**src/rtl/ex_muldiv_unit_pkg.sv**
```systemverilog
// ============================================================================
// Module   : ex_muldiv_unit_pkg
// Brief    : Op and state encodings shared by the iterative mul/div unit.
// Revision : 1.0
// ============================================================================
`default_nettype none

package ex_muldiv_unit_pkg;

  localparam int MD_OP_BUS = 2;

  typedef enum logic [MD_OP_BUS-1:0] {
    MD_MULT  = 2'b00,
    MD_MULTU = 2'b01,
    MD_DIV   = 2'b10,
    MD_DIVU  = 2'b11
  } md_op_e;

  typedef enum logic [1:0] {
    MD_IDLE = 2'b00,
    MD_CALC = 2'b01,
    MD_FIX  = 2'b10,
    MD_DONE = 2'b11
  } md_state_e;

endpackage

`default_nettype wire

```
**src/rtl/ex_muldiv_unit_negate.sv**
```systemverilog
// ============================================================================
// Module   : md_negate
// Brief    : Conditional two's-complement negation, width-generic.
// Revision : 1.0
// ============================================================================
`default_nettype none

module md_negate #(
  parameter int WIDTH = 32
) (
  input  logic             neg_i,
  input  logic [WIDTH-1:0] a_i,
  output logic [WIDTH-1:0] y_o
);

  assign y_o = neg_i ? (~a_i + {{(WIDTH-1){1'b0}}, 1'b1}) : a_i;

endmodule

`default_nettype wire

```
**src/rtl/ex_muldiv_unit.sv**
```systemverilog
// ============================================================================
// Module   : ex_muldiv_unit
// Brief    : Radix-2 iterative MULT/MULTU/DIV/DIVU unit with HI/LO result.
// Revision : 1.0
// ============================================================================
`default_nettype none

module ex_muldiv_unit
  import ex_muldiv_unit_pkg::*;
#(
  parameter int WIDTH = 32
) (
  input  logic                 clk,
  input  logic                 rst_n,
  input  logic                 flush,
  input  logic                 start_valid,
  output logic                 start_ready,
  input  logic [MD_OP_BUS-1:0] op,
  input  logic [WIDTH-1:0]     operand_1,
  input  logic [WIDTH-1:0]     operand_2,
  output logic                 result_valid,
  input  logic                 result_ready,
  output logic [WIDTH-1:0]     result_hi,
  output logic [WIDTH-1:0]     result_lo,
  output logic                 div_by_zero,
  output logic                 busy
);

  localparam int CNT_W = $clog2(WIDTH) + 1;

  md_state_e          state_q, state_d;
  md_op_e             op_q, op_d;
  logic [CNT_W-1:0]   cnt_q, cnt_d;
  logic [2*WIDTH-1:0] acc_q, acc_d;
  logic [WIDTH-1:0]   b_q, b_d;
  logic               neg_quo_q, neg_quo_d;
  logic               neg_rem_q, neg_rem_d;
  logic [WIDTH-1:0]   hi_q, hi_d;
  logic [WIDTH-1:0]   lo_q, lo_d;
  logic               dbz_q, dbz_d;

  md_op_e             w_op;
  logic               w_is_div;
  logic               w_is_signed;
  logic               w_sign1, w_sign2;
  logic [WIDTH-1:0]   w_abs1, w_abs2;
  logic [WIDTH:0]     w_mul_sum;
  logic [WIDTH:0]     w_rem_sh;
  logic [WIDTH:0]     w_rem_sub;
  logic [2*WIDTH-1:0] w_prod_fix;
  logic [WIDTH-1:0]   w_quo_fix, w_rem_fix;

  assign w_op        = md_op_e'(op);
  assign w_is_div    = (w_op == MD_DIV) || (w_op == MD_DIVU);
  assign w_is_signed = (w_op == MD_MULT) || (w_op == MD_DIV);
  assign w_sign1     = w_is_signed & operand_1[WIDTH-1];
  assign w_sign2     = w_is_signed & operand_2[WIDTH-1];

  // Most-negative input maps onto itself, which reads correctly as unsigned 2^(W-1).
  md_negate #(.WIDTH(WIDTH)) u_abs1 (.neg_i(w_sign1), .a_i(operand_1), .y_o(w_abs1));
  md_negate #(.WIDTH(WIDTH)) u_abs2 (.neg_i(w_sign2), .a_i(operand_2), .y_o(w_abs2));

  md_negate #(.WIDTH(2*WIDTH)) u_prod (.neg_i(neg_quo_q), .a_i(acc_q), .y_o(w_prod_fix));
  md_negate #(.WIDTH(WIDTH)) u_quo (.neg_i(neg_quo_q), .a_i(acc_q[WIDTH-1:0]), .y_o(w_quo_fix));
  md_negate #(.WIDTH(WIDTH)) u_rem (.neg_i(neg_rem_q), .a_i(acc_q[2*WIDTH-1:WIDTH]), .y_o(w_rem_fix));

  // Multiply: acc = {product-high, multiplier}; the carry lands in the shifted-down top bit.
  assign w_mul_sum = {1'b0, acc_q[2*WIDTH-1:WIDTH]} + {1'b0, (acc_q[0] ? b_q : {WIDTH{1'b0}})};
  // Divide: acc = {rem, quo}; borrow out of the trial subtract means rem_sh < divisor.
  assign w_rem_sh  = acc_q[2*WIDTH-1:WIDTH-1];
  assign w_rem_sub = w_rem_sh - {1'b0, b_q};

  always_comb begin
    state_d   = state_q;
    op_d      = op_q;
    cnt_d     = cnt_q;
    acc_d     = acc_q;
    b_d       = b_q;
    neg_quo_d = neg_quo_q;
    neg_rem_d = neg_rem_q;
    hi_d      = hi_q;
    lo_d      = lo_q;
    dbz_d     = dbz_q;
    if (flush) begin
      state_d = MD_IDLE;
      dbz_d   = 1'b0;
    end else begin
      case (state_q)
        MD_IDLE: begin
          if (start_valid) begin
            op_d  = w_op;
            dbz_d = 1'b0;
            if (w_is_div && (operand_2 == {WIDTH{1'b0}})) begin
              hi_d    = operand_1;
              lo_d    = {WIDTH{1'b1}};
              dbz_d   = 1'b1;
              state_d = MD_DONE;
            end else begin
              neg_quo_d = w_sign1 ^ w_sign2;
              neg_rem_d = w_sign1;
              cnt_d     = CNT_W'(WIDTH);
              state_d   = MD_CALC;
              if (w_is_div) begin
                acc_d = {{WIDTH{1'b0}}, w_abs1};
                b_d   = w_abs2;
              end else begin
                acc_d = {{WIDTH{1'b0}}, w_abs2};
                b_d   = w_abs1;
              end
            end
          end
        end
        MD_CALC: begin
          if ((op_q == MD_DIV) || (op_q == MD_DIVU)) begin
            if (!w_rem_sub[WIDTH])
              acc_d = {w_rem_sub[WIDTH-1:0], acc_q[WIDTH-2:0], 1'b1};
            else
              acc_d = {w_rem_sh[WIDTH-1:0], acc_q[WIDTH-2:0], 1'b0};
          end else begin
            acc_d = {w_mul_sum, acc_q[WIDTH-1:1]};
          end
          cnt_d = cnt_q - 1'b1;
          if (cnt_q == CNT_W'(1))
            state_d = MD_FIX;
        end
        MD_FIX: begin
          if ((op_q == MD_DIV) || (op_q == MD_DIVU)) begin
            hi_d = w_rem_fix;
            lo_d = w_quo_fix;
          end else begin
            {hi_d, lo_d} = w_prod_fix;
          end
          state_d = MD_DONE;
        end
        MD_DONE: begin
          if (result_ready)
            state_d = MD_IDLE;
        end
        default: state_d = MD_IDLE;
      endcase
    end
  end

  always_ff @(posedge clk or negedge rst_n) begin
    if (!rst_n) begin
      state_q   <= MD_IDLE;
      op_q      <= MD_MULT;
      cnt_q     <= '0;
      acc_q     <= '0;
      b_q       <= '0;
      neg_quo_q <= 1'b0;
      neg_rem_q <= 1'b0;
      hi_q      <= '0;
      lo_q      <= '0;
      dbz_q     <= 1'b0;
    end else begin
      state_q   <= state_d;
      op_q      <= op_d;
      cnt_q     <= cnt_d;
      acc_q     <= acc_d;
      b_q       <= b_d;
      neg_quo_q <= neg_quo_d;
      neg_rem_q <= neg_rem_d;
      hi_q      <= hi_d;
      lo_q      <= lo_d;
      dbz_q     <= dbz_d;
    end
  end

  assign start_ready  = (state_q == MD_IDLE);
  assign busy         = (state_q != MD_IDLE);
  assign result_valid = (state_q == MD_DONE);
  assign result_hi    = hi_q;
  assign result_lo    = lo_q;
  assign div_by_zero  = dbz_q;

endmodule

`default_nettype wire

```
**config.mk**
```make
export PLATFORM = sky130hd
export DESIGN_NAME = ex_muldiv_unit
export DESIGN_NICKNAME = d
export VERILOG_FILES = /design/src/rtl/ex_muldiv_unit_pkg.sv /design/src/rtl/ex_muldiv_unit_negate.sv /design/src/rtl/ex_muldiv_unit.sv
export SDC_FILE = /design/constraint.sdc
export NUM_CORES = 1
export LEC_CHECK = 0
export ABC_AREA = 0
export CAP_MARGIN = 40
export CELL_PAD_IN_SITES_DETAIL_PLACEMENT = 1
export CELL_PAD_IN_SITES_GLOBAL_PLACEMENT = 1
export CORE_AREA = 5 5 146 287
export DETAILED_ROUTE_END_ITERATION = 8
export DIE_AREA = 0 0 151 292
export GPL_TIMING_DRIVEN = 0
export PLACE_DENSITY_LB_ADDON = 0.05
export SLEW_MARGIN = 20
export SYNTH_ARGS = -nofsm -noshare
export SYNTH_HDL_FRONTEND = slang
export SYNTH_HIERARCHICAL = 1
export SYNTH_SLANG_ARGS = --single-unit
```
**constraint.sdc**
```tcl
create_clock -name clk -period 4.35 [get_ports clk]
set_input_delay 0.87 -clock clk [delete_from_list [all_inputs] [get_ports clk]]
set_output_delay 0.87 -clock clk [all_outputs]
set_load 0.01 [all_outputs]
```
==> metrics.txt <==
CTS Hold Bufs=0; CP max stage delay=650 ps; ys flop type=dfrtp_1; kind of critical path=reg -> reg; synthesized cell area=17800 sq um; post-synthesis register bit count=172; DRC violations left=0; Post-Route Skew=13.2 ps; share of cells above drive strength 1=0.0696; clk root buf=clkbuf_16; max_slew headroom=0.391; Ys Warns=6; drt total wl=80.3 mm; unrepaired setup endpoints after global routing=no; peak fanout along the critical path=10; Setup crit end kind=flip-flop; vias in the first global route=19800; Max IR drop VDD=0.000481 V; initial antenna violation count=0; Avg Inst Size Synth=8.35 sq um; GP Congestion=0.971; endpoints failing setup=0; I/O Buffers=137; Hold Slack=376 ps; Tmin final=4240 ps; Final nets=2450; global route total overflow=0; Die H=292 um; Area Growth Syn to Fin=16.0%; max_cap viols=0; largest net degree at the start of global routing=90; Post-Syn Nets=2280; die area=44100 sq um; Final Cycle Share=0.974; CTS tree=built; hpwl dp=66.2 mm; first-pass GRT wire length=119 mm; Vias per Instance=6.36; # clock sinks=172; die width=151 um; CTS Buf Count=17; total number of vias=18100; post-synthesis cell type count=92; pre-CTS setup slack=-825 ps; Synth async-reset ratio=1.00; standard-cell rows=103; Power Total=16700 uW; worst setup margin=114 ps; most frequent cells in the layout=nand2_1, xnor2_1, o21ai_0; routed len/inst=28.3 um; Final TNS setup=0 ps; initial DRC count=835; worst reg2reg setup slack=110 ps; total iterations of the first detailed-routing run=6; final hold vios=0; IO Pins=139; CP Launch Type=flip-flop; core area=39400 sq um; CP Data Required Time=4670 ps; Worst Path Arrival=4560 ps; Clk pin slew, worst setup/hold paths=70 ps; commonest non-fill, non-tap cell in the layout=nand2_1; max-slew violations=0; Max Root-Sink Buffers=2; Seq/Total Area, Yosys=0.242; Cells after Synth=2132; Routed Antenna Nets=0; status=completed; Hold Path Class=in -> async; Power Density=808 nW/um^2; worst-path cell chain=clkbuf_2, and2_1, ha_1, inv_1, fa_1, nor2b_1, o31ai_1, a211oi_2, a211oi_2, o21a_1, o311ai_0, xor2_1, a22oi_1, o311ai_0; Peak Freq=0.236 GHz; EDFF count, synth=0; # Post-CTS Setup Buffers=0; leakage=0.00843 uW; Inserted Diodes=0; H-tree levels=4; Worst-Skew Late Latency=470 ps; Slew @ Worst Pin=913 ps; GRT Total Usage=0.361; CP max-delay cell=dfrtp_1; Initial Util=0.452
[per-layer routing]
metal  vias up  track usage  share of wire  routed length, um
met5         -            0              0                  0
met3       338       0.0449          0.040               3180
li1       8206            -              -                  -
met2       621        0.670           0.53              42500
met1      8891        0.325           0.32              25500
met4         0        0.339           0.11               9080
[layout make-up]
class | count | area, sq um
buffer | 123 | 517
clock buffer | 19 | 443
clock inverter | 12 | 139
fill | 4896 | 18800
inverter | 72 | 270
multi-input combinational | 1765 | 12800
sequential | 172 | 4300
tap | 525 | 657
timing repair buffer | 151 | 1570
[cells in the mapped netlist, types with 27 or more instances]
library cell / number / area [sq um]
a21o_1: 67 / 503
a21oi_1: 147 / 736
and2_1: 35 / 219
clkbuf_1: 86 / 323
dfrtp_1: 172 / 4300
ha_1: 75 / 938
inv_1: 71 / 267
mux2i_1: 164 / 1640
nand2_1: 230 / 863
nand3_1: 32 / 160
nor2_1: 102 / 383
nor3_1: 27 / 135
o21ai_0: 173 / 866
o221ai_1: 40 / 350
o31ai_1: 62 / 465
o41ai_1: 28 / 245
xnor2_1: 215 / 1880
[worst max-delay path, delay by kind of cell (launching register included)]
family	cells	cell delay (ps)
AO/OA/AOI/OAI	7	1880
flip-flops	1	650
adder cells (fa/ha/maj)	2	620
buffers and inverters	2	450
AND/OR/NAND/NOR	2	360
XOR/XNOR	1	120
[sequential cells by signal (all words and copies together) (netlist names)]
register     count
neg_quo_q        1
op_q             1
state_q          2
result_hi       32
acc_q           64
cnt_q            6
neg_rem_q        1
b_q             32
result_lo       32
div_by_zero      1
[through the flow]
| step | instances | area, sq um | utilization |
|---|---|---|---|
| after floorplan | 2132 | 17800 | - |
| after global placement | 2794 | 19800 | 0.503 |
| after detailed placement | 2806 | 20000 | 0.508 |
| after CTS | 2837 | 20600 | 0.523 |
| after global routing | 2839 | 20700 | 0.524 |
| final | 2839 | 20700 | 0.524 |
[path summary, 6_finish.rpt]
path,start,cells past startpoint,end
setup / recovery,acc_q[0],14,acc_q[61]
hold / removal,rst_n,1,result_lo[3]
setup reg to reg,acc_q[0],14,acc_q[61]
hold reg to reg,result_lo[3],1,result_lo[3]
max in group asynchronous,rst_n,2,result_hi[28]
min in group clk,result_lo[3],1,result_lo[3]
[cells by family after synthesis]
| kind of cell | after synthesis | share of synthesized area |
|---|---|---|
| mux | 167 | 0.0941 |
| flops | 172 | 0.242 |
| compound gates | 671 | 0.259 |
| fa+ha+maj | 77 | 0.0549 |
| xor+xnor | 230 | 0.113 |
| simple gates | 620 | 0.193 |
| buf+inv | 195 | 0.0440 |
[power by group]
group	leakage, uW	internal (uW)	total, uW	switching (uW)
Sequential	0.00213	2300	3780	1480
Clock	0.000272	864	1620	760
Combinational	0.00604	4640	11300	6650
Total	0.00843	7800	16700	8890
[what timing repair did]
item | in CTS | in global routing
gates cloned | 0 | 0
endpoints found under the setup margin | 40 | 27
endpoints found under the hold margin | 0 | 0
gates resized for setup | 5 | 2
No activity file was read; power rests on OpenSTA's default activity.
